$ cat config.mk
export PLATFORM = sky130hd
export DESIGN_NAME = stonyman_frame_sequencer
export DESIGN_NICKNAME = d
export VERILOG_FILES = /design/src/rtl/stonyman_frame_sequencer.sv
export SDC_FILE = /design/constraint.sdc
export NUM_CORES = 1
export LEC_CHECK = 0
export ABC_AREA = 1
export CORE_MARGIN = 2
export CORE_UTILIZATION = 55
export CTS_CLUSTER_DIAMETER = 200
export CTS_CLUSTER_SIZE = 10
export DETAILED_ROUTE_END_ITERATION = 10
export GPL_ROUTABILITY_DRIVEN = 1
export HOLD_SLACK_MARGIN = 0.15
export PLACE_DENSITY = 0.74
export SLEW_MARGIN = 20
export SYNTH_ARGS = -nofsm -noshare
export SYNTH_HDL_FRONTEND = slang
export SYNTH_SLANG_ARGS = --single-unit
export TNS_END_PERCENT = 100
$ cat constraint.sdc
create_clock -name SYSCLK -period 2.4 [get_ports SYSCLK]
set_input_delay 0.48 -clock SYSCLK [delete_from_list [all_inputs] [get_ports SYSCLK]]
set_output_delay 0.48 -clock SYSCLK [all_outputs]
set_load 0.01 [all_outputs]
$ cat src/rtl/stonyman_frame_sequencer.sv
// Frame sequencer for NUM_CAM Stonyman vision chips sharing one pixel pointer.
// Walks the pixel window, reads each pixel over serial ADCs and packs the samples into one FIFO word.
module stonyman_frame_sequencer #(
    parameter int ROWS          = 112,
    parameter int COLS          = 112,
    parameter int NUM_CAM       = 1,
    parameter int ADC_BITS      = 10,
    parameter int FRAME_BITS    = 16,
    parameter int LEAD_BITS     = 3,
    parameter int SCLK_DIV      = 2,
    parameter int PULSE_CYCLES  = 2,
    parameter int SETTLE_CYCLES = 8
) (
    input  logic                         SYSCLK,
    input  logic                         SYSRESET,
    input  logic                         start_capture,
    input  logic                         continuous,
    input  logic                         stop_req,
    input  logic                         fifo_full,
    output logic                         fifo_wren,
    output logic [NUM_CAM*ADC_BITS-1:0]  fifo_wdata,
    output logic                         busy,
    output logic                         frame_done,
    output logic                         resp,
    output logic                         incp,
    output logic                         resv,
    output logic                         incv,
    output logic                         inphi,
    output logic                         CS,
    output logic                         SCLK,
    input  logic [NUM_CAM-1:0]           MISO
);

    localparam int CONV_CYCLES = 2 * SCLK_DIV * FRAME_BITS;
    localparam int WAIT_MAX    = (PULSE_CYCLES > SETTLE_CYCLES) ? PULSE_CYCLES : SETTLE_CYCLES;
    localparam int CW          = $clog2(WAIT_MAX + 1);
    localparam int VW          = $clog2(CONV_CYCLES + 1);
    localparam int HW          = $clog2(SCLK_DIV + 1);
    localparam int RW          = $clog2(FRAME_BITS + 1);

    localparam logic [CW-1:0] PULSE_LAST  = CW'(PULSE_CYCLES - 1);
    localparam logic [CW-1:0] SETTLE_LAST = CW'(SETTLE_CYCLES - 1);
    localparam logic [VW-1:0] CONV_LAST   = VW'(CONV_CYCLES - 1);
    localparam logic [HW-1:0] HALF_LAST   = HW'(SCLK_DIV - 1);
    localparam logic [RW-1:0] BIT_FIRST   = RW'(LEAD_BITS + 1);
    localparam logic [RW-1:0] BIT_LAST    = RW'(LEAD_BITS + ADC_BITS);
    localparam logic [7:0]    ROW_LAST    = 8'(ROWS - 1);
    localparam logic [7:0]    COL_LAST    = 8'(COLS - 1);

    // The first SCLK half-period is shortened by one cycle so the last
    // rising edge lands on the final CS-low cycle.
    localparam logic          SCLK_INIT   = (SCLK_DIV != 1);
    localparam logic [HW-1:0] HALF_INIT   = (SCLK_DIV == 1) ? '0 : HW'(1);

    typedef enum logic [3:0] {
        S_IDLE,
        S_RSTV,
        S_RSTP,
        S_SETTLE,
        S_CONV,
        S_WAITF,
        S_WRITE,
        S_INCP,
        S_INCV,
        S_RESP,
        S_DONE
    } state_t;

    state_t                             state;
    logic [CW-1:0]                      wcnt;
    logic [VW-1:0]                      ccnt;
    logic [HW-1:0]                      hcnt;
    logic [RW-1:0]                      rcnt;
    logic [RW-1:0]                      rnext;
    logic [7:0]                         row;
    logic [7:0]                         col;
    logic [NUM_CAM-1:0][ADC_BITS-1:0]   sh;

    assign rnext = rcnt + 1'b1;

    always_ff @(posedge SYSCLK) begin
        if (SYSRESET) begin
            state      <= S_IDLE;
            wcnt       <= '0;
            ccnt       <= '0;
            hcnt       <= '0;
            rcnt       <= '0;
            row        <= '0;
            col        <= '0;
            sh         <= '0;
            fifo_wren  <= 1'b0;
            fifo_wdata <= '0;
            busy       <= 1'b0;
            frame_done <= 1'b0;
            resp       <= 1'b0;
            incp       <= 1'b0;
            resv       <= 1'b0;
            incv       <= 1'b0;
            inphi      <= 1'b0;
            CS         <= 1'b1;
            SCLK       <= 1'b1;
        end else begin
            unique case (state)
                S_IDLE: begin
                    if (start_capture) begin
                        busy  <= 1'b1;
                        resv  <= 1'b1;
                        wcnt  <= '0;
                        state <= S_RSTV;
                    end
                end
                S_RSTV: begin
                    if (wcnt == PULSE_LAST) begin
                        resv  <= 1'b0;
                        resp  <= 1'b1;
                        wcnt  <= '0;
                        state <= S_RSTP;
                    end else begin
                        wcnt <= wcnt + 1'b1;
                    end
                end
                S_RSTP: begin
                    if (wcnt == PULSE_LAST) begin
                        resp  <= 1'b0;
                        inphi <= 1'b1;
                        row   <= '0;
                        col   <= '0;
                        wcnt  <= '0;
                        state <= S_SETTLE;
                    end else begin
                        wcnt <= wcnt + 1'b1;
                    end
                end
                S_SETTLE: begin
                    if (wcnt == SETTLE_LAST) begin
                        CS    <= 1'b0;
                        SCLK  <= SCLK_INIT;
                        hcnt  <= HALF_INIT;
                        ccnt  <= '0;
                        rcnt  <= '0;
                        state <= S_CONV;
                    end else begin
                        wcnt <= wcnt + 1'b1;
                    end
                end
                S_CONV: begin
                    if (ccnt == CONV_LAST) begin
                        CS    <= 1'b1;
                        SCLK  <= 1'b1;
                        inphi <= 1'b0;
                        state <= S_WAITF;
                    end else begin
                        ccnt <= ccnt + 1'b1;
                        if (hcnt == HALF_LAST) begin
                            hcnt <= '0;
                            SCLK <= ~SCLK;
                            // MISO is taken on the cycle SCLK rises
                            if (!SCLK) begin
                                rcnt <= rnext;
                                if (rnext >= BIT_FIRST && rnext <= BIT_LAST) begin
                                    for (int k = 0; k < NUM_CAM; k++) begin
                                        sh[k] <= {sh[k][ADC_BITS-2:0], MISO[k]};
                                    end
                                end
                            end
                        end else begin
                            hcnt <= hcnt + 1'b1;
                        end
                    end
                end
                S_WAITF: begin
                    if (!fifo_full) begin
                        fifo_wren  <= 1'b1;
                        fifo_wdata <= sh;
                        state      <= S_WRITE;
                    end
                end
                S_WRITE: begin
                    fifo_wren <= 1'b0;
                    incp      <= 1'b1;
                    wcnt      <= '0;
                    state     <= S_INCP;
                end
                S_INCP: begin
                    if (wcnt == PULSE_LAST) begin
                        incp <= 1'b0;
                        wcnt <= '0;
                        if (col < COL_LAST) begin
                            col   <= col + 1'b1;
                            inphi <= 1'b1;
                            state <= S_SETTLE;
                        end else begin
                            col   <= '0;
                            incv  <= 1'b1;
                            state <= S_INCV;
                        end
                    end else begin
                        wcnt <= wcnt + 1'b1;
                    end
                end
                S_INCV: begin
                    if (wcnt == PULSE_LAST) begin
                        incv  <= 1'b0;
                        resp  <= 1'b1;
                        wcnt  <= '0;
                        state <= S_RESP;
                    end else begin
                        wcnt <= wcnt + 1'b1;
                    end
                end
                S_RESP: begin
                    if (wcnt == PULSE_LAST) begin
                        resp <= 1'b0;
                        wcnt <= '0;
                        if (row < ROW_LAST) begin
                            row   <= row + 1'b1;
                            inphi <= 1'b1;
                            state <= S_SETTLE;
                        end else begin
                            frame_done <= 1'b1;
                            state      <= S_DONE;
                        end
                    end else begin
                        wcnt <= wcnt + 1'b1;
                    end
                end
                S_DONE: begin
                    frame_done <= 1'b0;
                    if (continuous && !stop_req) begin
                        resv  <= 1'b1;
                        wcnt  <= '0;
                        state <= S_RSTV;
                    end else begin
                        busy  <= 1'b0;
                        state <= S_IDLE;
                    end
                end
                default: begin
                    state <= S_IDLE;
                end
            endcase
        end
    end

endmodule
* Yosys cells after proc, flatten, opt, wreduce, memory -nomap -nowiden
Index checks and enable logic that the tools add are counted. W data, S select, Z words.
Word-level totals: flip-flop bits (word level) 68, bits in latches 0, memory bits (read-only) 0, memories kept 0, RAM bits 0, input port bits 7
Cells by class: bitwise gates (word level) 3, divide/modulo/power cells 0, add/sub/neg operators 6, order comparisons 4, multiply operators 0, muxes and demuxes 67, equality and inequality tests 36, shift operators 0, reductions and logical operators 37
Operator list (count):
- $mux W4 | 15
- $pmux W4 S11 | 1
- $mux W8 | 5
- $ne A2 B2 Y1 const B | 19
- $pmux W8 S2 | 2
- $mux W1 | 21
- $reduce_and A3 Y1 | 7
- $eq A4 B3 Y1 const B | 5
- $mux W5 | 4
- $pmux W4 S5 | 1
- $reduce_bool A2 Y1 | 9
- $add A8 B1 Y8 const B | 2
- $lt A8 B7 Y1 const B | 2
- $pmux W1 S2 | 8
- $reduce_and A4 Y1 | 4
- $mux W7 | 2
- $pmux W7 S2 | 1
- $eq A4 B4 Y1 const B | 3
- $pmux W5 S2 | 1
- $reduce_and A5 Y1 | 2
- $reduce_and A9 Y1 | 1
- $eq A4 B1 Y1 const B | 2
- $eq A4 B2 Y1 const B | 2
- $add A7 B1 Y7 const B | 1
- 24 further kinds | 33

* Longest topological paths before layout
Gate-level depths: netlist (run 1).
word-level depth 5, mapped depth 12, gate-level depth less buffers 12

* Least setup slack after synthesis (run 1)
OpenSTA, ideal clock, no wires.
path kind register to register, start point register rcnt[0], end point register sh[0] in the netlist's numbering, setup slack 0.832 ns, required time 2.330 ns, clock period less this slack 1.568 ns, arrival time 1.497 ns, cell stages (with the launch flop) 9, cell sequence dfxtp_1 -> inv_1 -> ha_1 -> o21bai_1 -> nor2_1 -> nand2_1 -> clkbuf_1 -> nand4_1 -> a21oi_1
Between the ends: cells in the longest elaborated chain, start to end 4, elaborated cells between the ends (all ways) 5, classes of those cells add/sub: 1; order compare: 2; reduce/logical: 2
Ends and longest elaborated chain:
- from (decl) | line 73 | logic [RW-1:0] rcnt;
- from (signal assigned) | line 159 | rcnt <= rnext;
- $add A5 B1 Y5 * | line 79 | assign rnext = rcnt + 1'b1;
- $ge A5 B3 Y1 or $le A5 B4 Y1 (tied branches) | line 160 | if (rnext >= BIT_FIRST && rnext <= BIT_LAST) begin
- $logic_and A1 B1 Y1 * | line 160
- $reduce_and A5 Y1 (no line) *
- to (signal, indexed assignment) | line 162 | sh[k] <= {sh[k][ADC_BITS-2:0], MISO[k]};
- to (decl) | line 77 | logic [NUM_CAM-1:0][ADC_BITS-1:0] sh;
Every way passes the cells marked *; elsewhere a longest branch is shown, timed or not. A chain may end at the register's enable or synchronous reset.

* Worst setup path after layout (run 1)
start point register state[3], end point register sh[0] in the netlist's numbering
Between the ends: cells in the longest elaborated chain, start to end 2
Ends and longest elaborated chain:
- from (decl) | line 69 | state_t state;
- from (signal assigned) | line 83 | state <= S_IDLE;
- from (signal assigned) | line 109 | state <= S_RSTV;
- from (signal assigned) | line 117 | state <= S_RSTP;
- $eq A4 B3 Y1 | line 103 | unique case (state)
- $reduce_and A5 Y1 (no line)
No other way between the ends.

==> key figures, run 1 <==
Timing
  – Setup WS post-layout: ~0.5 ns
  – Fmax: 529 MHz
  – Worst-Margin Slew: roughly 0.41 ns
  – Total negative slack: 0 ns
  – RSZ-0062 raised after global routing: false
  – Slew headroom: 0.723
  – Slew Limit Fails: 0
  – Setup Skew: approximately 0.0072 ns
  – Final setup viols: 0
  – Final Critical Period: around 1.9 ns
  – Endpoints failing hold: 0
  – Final Cycle Share: 0.788

Critical path
  – Levels on crit path: 8
  – Reg2reg end: sh[0]$_SDFFE_PP0P_
  – Register-to-Register Path Depth: 8
  – Worst setup EP type: register
  – Slowest cell on crit path: dfxtp_1
  – Startpoint types: register
  – Crit. Startpoint: state[3]$_SDFFE_PP0P_
  – CP top delay family: simple AND/OR/NAND/NOR gates
  – Critical path class: reg -> reg
  – CP bufs+invs: 1
  – Reg2reg setup slack: just over 0.5 ns
  – CP endpoint: sh[0]$_SDFFE_PP0P_
  – Req. time, crit path: around 2.6 ns
  – Cell mode on critical path: nand2_1
  – Critical Path Fanout Max: 11
  – Critical path arrival: roughly 2.1 ns
  – Max stage delay on crit path: approximately 0.39 ns
  – CP cell instances: inv_2 -> nand2_2 -> nor2_4 -> nand3_1 -> nand2_1 -> nand3_2 -> nand2_1 -> a21oi_1
  – RR Startpoint: state[3]$_SDFFE_PP0P_

Power and ir drop
  – PwrDens: between 900 and 1000 nW/µm²
  – Peak supply drop: between 0.6 and 0.7 mV
  – Static Leak: ~1.7 nW
  – Final Power: approximately 0.0037 W

Yosys
  – YS warnings: 0
  – Synth area leader: dfxtp_1
  – Ys async rst share: 0
  – Syn Area/Cell: 6.85 µm²
  – Synth unique cells: 36
  – EDFF count, synth: 0
  – Syn Nets: 530
  – Ranking of synthesized cells by area: dfxtp_1 38%, nand2_1 13%, a21oi_1 6.9%
  – Mapped Cells: 516
  – Commonest cells in the netlist: 127 x nand2_1, 68 x dfxtp_1, 61 x inv_1
  – Most numerous cell in the Yosys netlist: nand2_1
  – Yosys top cell area share: 0.385
  – Main flop type after synthesis: dfxtp_1
  – Mapped Area: 3540 µm²
  – Register area share after synthesis: 0.385
  – Yosys reg bits: 68

Run status
  – Status: finished, final reports clean

Clock network
  – Clock slew at reported path FFs: ~0.08 ns
  – CTS Buf Count: 9
  – Max Root-Sink Buffers: 2
  – CTS H-tree depth: 3
  – TritonCTS clock tree: done
  – Post-cts gate resize count: 0
  – Post-CTS Hold Buffers: 0
  – Clock Latency Late Sink: around 0.35 ns
  – Setup repair bufs after CTS: 0
  – TritonCTS sink count: between 60 and 70
  – Clk root buf: clkbuf_8

Cells and area
  – Layout cells sized above 1: 0.103
  – Utilization after layout: 0.646
  – Area Overhead vs Synth: 14.8%
  – Fin nets: 560
  – Layout Cells excl Fill: 628
  – N_diodes: 0
  – Final-layout fill cell count: around 560

Route
  – Post-route ant nets: 0
  – Via count: roughly 3300
  – Residual DRC: 0
  – DRT Pass-1 Iters: 4
  – Drt via density: ~5.3
  – Wire per inst: between 10 and 15 µm
  – 1st-iter DRT viols: around 170
  – Final WL: 7.85 mm

Place
  – GPL Wtd Cong: around 0.96
  – # port buffers: 26
  – DP Wirelength: roughly 5.8 mm
  – # placed instances: 612
  – Place WS: between 0.4 and 0.5 ns

Global route
  – Gr usage total: 0.233
  – Initial antenna violation count: 0
  – First-pass GRT wire length: 13.4 mm
  – GRT overflow: 0
  – Vias in the first global route: roughly 3000
  – Pin count of the biggest net entering global routing: 28

Floorplanning
  – Row count: 29
  – Die Y: 84.2 µm
  – Die W: 84.2 µm
  – Core footprint: about 6300 µm²
  – Die ar.: 7090 µm²
  – IO Count: 27
  – Initial Utilization: 0.563

Min path
  – Start point of the worst hold path: col[7]$_SDFFE_PP0P_
  – Worst hold path class: reg -> reg

Run
  – MaxCap Viol Count: 0
## area by class of cell
cell class	count	area, µm²	share of cell area
inverter	70	265	0.0654
clock buffer	10	128	0.0315
sequential	68	1360	0.335
clock inverter	6	65.1	0.0160
multi-input combinational	366	1840	0.455
tap	77	96.3	0.0237
timing repair buffer	31	298	0.0734
## cells by family (layout without fill, tap and decap cells)
group	Yosys count	count (layout)	share of synthesized area
compound gates	84	84	0.126
xor+xnor	6	6	0.0149
fa+ha+maj	7	7	0.0248
buf+inv	82	117	0.0934
flops	68	68	0.385
simple gates	269	269	0.356
## power by group
| part | switching, W | internal (W) | total [W] |
|---|---|---|---|
| combinational | 0.000837 | 0.000488 | 0.00133 |
| clock | 0.000456 | 0.000480 | 0.000936 |
| sequential | 0.000144 | 0.00129 | 0.00143 |
## how the worst min path moves through the flow
stage | to | cells after the start
6_report | col[7]$_SDFFE_PP0P_ | 2
2_1_floorplan | col[7]$_SDFFE_PP0P_ | 2
4_1_cts | fifo_wdata[1]$_SDFFE_PP0P_ | 2
5_1_grt | fifo_wdata[1]$_SDFFE_PP0P_ | 2
3_5_place_dp | fifo_wdata[1]$_SDFFE_PP0P_ | 2
3_3_place_gp | col[7]$_SDFFE_PP0P_ | 2
## stage by stage
step                hold slack (ns)  area (µm²)
floorplan                     0.417        3540
global placement              0.431        3860
detailed placement            0.436        3860
CTS                           0.447        4060
global route                  0.468        4060
finish                        0.445        4060
## metal layers
metal	global-route usage	share of wire
met5	0	0
met3	0.0334	0.048
met2	0.377	0.45
met1	0.305	0.48
met4	0.113	0.024
## cell usage in the layout, fill, tap and decap left out, types with 7 or more instances in the layout
master           count
inv_1               61
clkbuf_8             9
dfxtp_1             68
nor2_1              54
clkdlybuf4s50_1     26
nand4_1             20
nand2_2              8
nand2_1            127
ha_1                 7
o21ai_0             26
inv_2                7
nand3_1             32
a21oi_1             49
## sequential cells by signal, indices dropped and copies added, names as in the netlist, 2 cells and up
| signal | count |
|---|---|
| row | 8 |
| fifo_wdata | 10 |
| ccnt | 7 |
| rcnt | 5 |
| hcnt | 2 |
| state | 4 |
| col | 8 |
| sh | 10 |
| wcnt | 4 |
## worst register-to-register path: stages (launching register included)
cell and delay (ns):
dfxtp_1 0.39, inv_2 0.10, nand2_2 0.10, nor2_4 0.27, nand3_1 0.14, nand2_1 0.30, nand3_2 0.27, nand2_1 0.12
a21oi_1 0.07
(Power assumes the default switching activity.)
==> inputs of run 2 (changes only) <==
Clock period 2.4 ns to 1.9 ns, I/O delays scaled along.
==> run 2 against run 1 <==
Against the previous run:
- register-to-register slack worse by 0.39 ns
- global-route usage up 0.065 points
- non-clock buffer count grew 5
- critical path type unchanged
- largest cell class unchanged
- largest power group unchanged
==> key figures, run 2 (synthesized netlist as in run 1, its figures left out) <==
Power and ir drop
  – PwrDens: 1150 nW/µm² (was 910 nW/µm²)
  – Static Leak: 1.70 nW (was 1.67 nW)
  – Peak supply drop: 0.697 mV (was 0.619 mV)
  – Final Power: 0.00474 W (was 0.00369 W)

Critical path
  – Critical path arrival: 2.02 ns (was 2.12 ns)
  – Critical path class: reg -> reg (unchanged)
  – CP top delay family: compound AO/OA/AOI/OAI gates (was simple AND/OR/NAND/NOR gates)
  – Slowest cell on crit path: dfxtp_1 (unchanged)
  – Critical Path Fanout Max: 21 (was 11)
  – Req. time, crit path: 2.14 ns (was 2.62 ns)
  – CP cell instances: nand2_1 -> a21oi_1 -> nand3_1 -> buf_12 -> o21ai_0 -> a21oi_1 (was inv_2 -> nand2_2 -> nor2_4 -> nand3_1 -> nand2_1 -> nand3_2 -> nand2_1 -> a21oi_1)
  – Worst setup EP type: register (unchanged)
  – Startpoint types: register (unchanged)
  – Max stage delay on crit path: 0.54 ns (was 0.39 ns)
  – CP bufs+invs: 1 (unchanged)
  – Cell mode on critical path: a21oi_1 (was nand2_1)

Timing
  – Fmax: 563 MHz (was 529 MHz)
  – Total negative slack: 0 ns (unchanged)
  – Final Cycle Share: 0.935 (was 0.788)
  – Setup WS post-layout: 0.123 ns (was 0.509 ns)
  – Hold slack: 0.443 ns (was 0.445 ns)
  – Final setup viols: 0 (unchanged)
  – Slew headroom: 0.764 (was 0.723)
  – Worst-Margin Slew: 0.354 ns (was 0.415 ns)
  – Slew Limit Fails: 0 (unchanged)
  – Final Critical Period: 1.78 ns (was 1.89 ns)
  – Endpoints failing hold: 0 (unchanged)
  – Setup Skew: 0.0165 ns (was 0.00715 ns)
  – RSZ-0062 raised after global routing: false (unchanged)

Run
  – MaxCap Viol Count: 0 (unchanged)

Clock network
  – Max Root-Sink Buffers: 2 (unchanged)
  – Clk root buf: clkbuf_8 (unchanged)
  – Clock slew at reported path FFs: 0.08 ns (about the same)
  – TritonCTS sink count: 68 (unchanged)
  – TritonCTS clock tree: done (unchanged)
  – CTS H-tree depth: 3 (unchanged)
  – CTS Buf Count: 9 (unchanged)
  – Setup repair bufs after CTS: 0 (unchanged)
  – Clock Latency Late Sink: 0.36 ns (was 0.35 ns)

Place
  – # port buffers: 26 (unchanged)
  – GPL Wtd Cong: 0.991 (was 0.956)
  – # placed instances: 617 (was 612)
  – DP Wirelength: 5.79 mm (was 5.77 mm)
  – Place WS: 0.160 ns (was 0.482 ns)

Cells and area
  – Layout Cells excl Fill: 633 (was 628)
  – Top flop regs: fifo_wdata x10, sh x10 (unchanged)
  – Fin nets: 565 (was 560)
  – FF+latch area: 1360 µm² (about the same)
  – Layout cells sized above 1: 0.113 (was 0.103)
  – Area Overhead vs Synth: 16.5% (was 14.8%)
  – Most common cell after layout, fill and taps aside: nand2_1 (unchanged)
  – Multi-input logic area: 1840 µm² (unchanged)
  – Final-layout fill cell count: 541 (was 561)
  – Most frequent cells in the layout: 127 x nand2_1, 67 x dfxtp_1, 61 x inv_1 (was 127 x nand2_1, 68 x dfxtp_1, 61 x inv_1)
  – N_diodes: 0 (unchanged)

Global route
  – Gr usage total: 0.233 (about the same)
  – Initial antenna violation count: 0 (unchanged)
  – Pin count of the biggest net entering global routing: 28 (unchanged)
  – GRT overflow: 0 (unchanged)
  – First-pass GRT wire length: 13.5 mm (was 13.4 mm)
  – Vias in the first global route: 3069 (was 3067)

Run status
  – Status: finished, final reports clean (unchanged)

Route
  – 1st-iter DRT viols: 168 (was 173)
  – Post-route ant nets: 0 (unchanged)
  – Drt via density: 5.27 (was 5.30)
  – DRT Pass-1 Iters: 5 (was 4)
  – Final WL: 7.87 mm (was 7.85 mm)
  – Residual DRC: 0 (unchanged)
  – Wire per inst: 12.4 µm (was 12.5 µm)
  – Via count: 3337 (was 3327)

Floorplanning
  – Die ar.: 7090 µm² (unchanged)
  – Core footprint: 6280 µm² (unchanged)
  – IO Count: 27 (unchanged)
  – Die Y: 84.2 µm (unchanged)
  – Row count: 29 (unchanged)
  – Initial Utilization: 0.563 (unchanged)
  – Die W: 84.2 µm (unchanged)

Min path
  – Worst hold path class: reg -> reg (unchanged)
[run 2: changes by cell type in the layout (fill, tap and decap cells not counted), sizes merged]
cell    previous run  this run
inv               68        69
buf                5        10
clkbuf            10        11
clkinv             6         4
[run 2: worst paths after layout]
check                             start                         end  slack [ns]  cells after the start
hold / removal      col[7]$_SDFFE_PP0P_         col[7]$_SDFFE_PP0P_        0.44                      2
hold reg to reg     col[7]$_SDFFE_PP0P_         col[7]$_SDFFE_PP0P_        0.44                      2
setup reg to reg  state[1]$_SDFFE_PP0P_  fifo_wdata[0]$_SDFFE_PP0P_        0.12                      6
setup / recovery  state[1]$_SDFFE_PP0P_  fifo_wdata[0]$_SDFFE_PP0P_        0.12                      6
[run 2: power by group]
group | internal (W) | switching, W
Combinational | 0.000646 | 0.00104
Clock | 0.000647 | 0.000579
Sequential | 0.00163 | 0.000193
[run 2: layer usage]
| layer | up-vias | global-route usage | wire (µm) |
|---|---|---|---|
| met5 | - | 0 | 0 |
| met4 | 0 | 0.0806 | 142 |
| met3 | 11 | 0.0619 | 391 |
| met2 | 92 | 0.382 | 3630 |
| met1 | 1501 | 0.298 | 3700 |
| li1 | 1733 | - | - |
[run 2: per-stage QoR]
stage                     utilization  cell area, µm²
final                           0.656            4120
after global routing            0.656            4120
after CTS                       0.656            4120
after detailed placement        0.624            3920
after global placement          0.624            3920
after floorplan                     -            3540
[run 2: cell type report]
| class | instances | share of cell area |
|---|---|---|
| multi-input cells | 366 | 0.448 |
| flip-flops and latches | 68 | 0.331 |
| repair buffers | 36 | 0.0845 |
| inverters | 70 | 0.0644 |
| clock buffers | 11 | 0.0343 |
| well taps | 77 | 0.0234 |
| clock inverters | 5 | 0.0146 |
[run 2: worst min-delay path, delay by kind of cell (launching register included)]
family / cells / cell delay (ns)
and+or+nand+nor: 1 / 0.05
DFF: 1 / 0.30
buffers and inverters: 1 / 0.06
[run 2: repair_timing]
| action | 4_1_cts | 5_1_grt |
|---|---|---|
| setup endpoints to repair | 0 | 1 |
| hold buffers | 0 | 0 |
| gates resized for setup | 0 | 1 |
| hold endpoints to repair | 0 | 0 |
==> inputs of run 3 (changes only) <==
Settings changed: CORE_MARGIN 2 to 5, SETUP_SLACK_MARGIN set to 0.05.
==> run 3 against run 2 <==
Against the previous run:
- combinational power rose by 4%
- register-to-register slack improved by 0.09 ns
- cell count fell by 0.16%
- clock skew fell by 0.0083 ns
- clock power fell by 4%
- wire length rose by 1.6%
- utilization fell by 0.16 points
- highest routed layer unchanged
- largest cell class unchanged
- non-clock buffer count fell by 1
- power rose by 0.16%
- via count fell by 2.0%
- sequential power barely moved
==> key figures, run 3 (synthesized netlist as in run 1, its figures left out) <==
Timing
  – Hold slack: 0.443 ns (about the same)
  – Slew Limit Fails: 0 (unchanged)
  – Final Cycle Share: 0.886 (was 0.935)
  – RSZ-0062 raised after global routing: false (unchanged)
  – Endpoints failing hold: 0 (unchanged)
  – Setup Skew: 0.00824 ns (was 0.0165 ns)
  – Final setup viols: 0 (unchanged)
  – Fmax: 594 MHz (was 563 MHz)
  – Setup WS post-layout: 0.217 ns (was 0.123 ns)
  – Final Critical Period: 1.68 ns (was 1.78 ns)
  – Total negative slack: 0 ns (unchanged)
  – Slew headroom: 0.789 (was 0.764)
  – Worst-Margin Slew: 0.317 ns (was 0.354 ns)

Cells and area
  – Multi-input logic area: 1860 µm² (was 1840 µm²)
  – Most frequent cells in the layout: 125 x nand2_1, 67 x dfxtp_1, 61 x inv_1 (was 127 x nand2_1, 67 x dfxtp_1, 61 x inv_1)
  – Final-layout fill cell count: 563 (was 541)
  – Area Overhead vs Synth: 16.8% (was 16.5%)
  – Fin nets: 564 (was 565)
  – Most common cell after layout, fill and taps aside: nand2_1 (unchanged)
  – N_diodes: 0 (unchanged)
  – FF+latch area: 1360 µm² (unchanged)
  – Top flop regs: fifo_wdata x10, sh x10 (unchanged)
  – Layout cells sized above 1: 0.119 (was 0.113)

Global route
  – Gr usage total: 0.204 (was 0.233)
  – GRT overflow: 0 (unchanged)
  – Vias in the first global route: 3129 (was 3069)
  – First-pass GRT wire length: 14.0 mm (was 13.5 mm)
  – Initial antenna violation count: 0 (unchanged)
  – Pin count of the biggest net entering global routing: 31 (was 28)

Route
  – Met2 Wirelength: 3.70 mm (was 3.63 mm)
  – Max layer used: met4 (unchanged)
  – DRT Pass-1 Iters: 6 (was 5)
  – Drt via density: 5.17 (was 5.27)
  – Final WL: 7.99 mm (was 7.87 mm)
  – Post-route ant nets: 0 (unchanged)
  – Wire per inst: 12.6 µm (was 12.4 µm)
  – Metal-1 WL: 3.87 mm (was 3.70 mm)
  – 1st-iter DRT viols: 180 (was 168)
  – Met3 WL post-DR: 256 µm (was 391 µm)
  – Via count: 3270 (was 3337)
  – Residual DRC: 0 (unchanged)

Min path
  – Worst hold path class: reg -> reg (unchanged)

Critical path
  – CP cell instances: nor2_2 -> nand2_2 -> nand2_2 -> nand2_4 -> nor2_8 -> nand2_4 -> clkinv_2 -> nand2_1 -> o21ai_0 -> nor2_1 (was nand2_1 -> a21oi_1 -> nand3_1 -> buf_12 -> o21ai_0 -> a21oi_1)
  – Critical path arrival: 1.92 ns (was 2.02 ns)
  – CP bufs+invs: 1 (unchanged)
  – Reg2reg setup slack: 0.22 ns (was 0.12 ns)
  – Max stage delay on crit path: 0.39 ns (was 0.54 ns)
  – CP top delay family: simple AND/OR/NAND/NOR gates (was compound AO/OA/AOI/OAI gates)
  – Req. time, crit path: 2.13 ns (was 2.14 ns)
  – Startpoint types: register (unchanged)
  – Slowest cell on crit path: dfxtp_1 (unchanged)
  – Critical Path Fanout Max: 8 (was 21)
  – Critical path class: reg -> reg (unchanged)
  – Worst setup EP type: register (unchanged)

Clock network
  – Post-cts gate resize count: 0 (unchanged)
  – CTS H-tree depth: 3 (unchanged)
  – TritonCTS clock tree: done (unchanged)
  – Clk root buf: clkbuf_8 (unchanged)
  – Clock slew at reported path FFs: 0.08 ns (about the same)
  – CTS Buf Count: 9 (unchanged)
  – Clock Latency Late Sink: 0.34 ns (was 0.36 ns)
  – Post-CTS Hold Buffers: 0 (unchanged)
  – TritonCTS sink count: 68 (unchanged)
  – Setup repair bufs after CTS: 0 (unchanged)
  – Max Root-Sink Buffers: 2 (unchanged)

Floorplanning
  – IO Count: 27 (unchanged)
  – Die ar.: 8130 µm² (was 7090 µm²)
  – Initial Utilization: 0.560 (was 0.563)
  – Die W: 90.2 µm (was 84.2 µm)
  – Core footprint: 6310 µm² (was 6280 µm²)
  – Row count: 29 (unchanged)
  – Die Y: 90.2 µm (was 84.2 µm)

Power and ir drop
  – PwrDens: 1150 nW/µm² (about the same)
  – Static Leak: 1.70 nW (about the same)
  – Final Power: 0.00474 W (about the same)
  – Peak supply drop: 0.762 mV (was 0.697 mV)

Place
  – # port buffers: 26 (unchanged)
  – DP Wirelength: 5.85 mm (was 5.79 mm)
  – Place WS: 0.144 ns (was 0.160 ns)
  – GPL Wtd Cong: 0.915 (was 0.991)

Run
  – MaxCap Viol Count: 0 (unchanged)

Run status
  – Status: finished, final reports clean (unchanged)
[run 3: layer usage]
metal  track usage  vias up
met1         0.265     1464
met5             0        -
met2         0.326       54
li1              -     1736
met4        0.0868        0
met3        0.0417       16
[run 3: path summary, 6_finish.rpt]
| path | cells past startpoint | from | to |
|---|---|---|---|
| max reg2reg | 10 | state[3]$_SDFFE_PP0P_ | rcnt[1]$_SDFFE_PP0P_ |
| max | 10 | state[3]$_SDFFE_PP0P_ | rcnt[1]$_SDFFE_PP0P_ |
| min | 2 | fifo_wdata[1]$_SDFFE_PP0P_ | fifo_wdata[1]$_SDFFE_PP0P_ |
| min reg2reg | 2 | fifo_wdata[1]$_SDFFE_PP0P_ | fifo_wdata[1]$_SDFFE_PP0P_ |
[run 3: worst register-to-register path: stages, from the launching register on]
cell and delay [ns]:
dfxtp_1 0.39, nor2_2 0.32, nand2_2 0.14, nand2_2 0.12
nand2_4 0.09, nor2_8 0.17, nand2_4 0.09, clkinv_2 0.08
nand2_1 0.05, o21ai_0 0.08, nor2_1 0.05
[run 3: layout make-up]
cell class,instances,area share
clock buffers,10,0.0309
inverters,70,0.0642
flip-flops and latches,68,0.330
clock inverters,6,0.0154
multi-input cells,366,0.451
repair buffers,35,0.0854
well taps,77,0.0233
[run 3: metrics by stage]
stage | instances | util | cell area, µm²
floorplan | 516 | - | 3540
global placement | 616 | 0.621 | 3920
detailed placement | 616 | 0.621 | 3920
CTS | 632 | 0.651 | 4110
global route | 632 | 0.654 | 4130
finish | 632 | 0.654 | 4130
[run 3: report_power, final]
| group | switching, W | internal [W] |
|---|---|---|
| logic | 0.00108 | 0.000671 |
| clock network | 0.000573 | 0.000606 |
| registers | 0.000182 | 0.00163 |
| total | 0.00184 | 0.00291 |
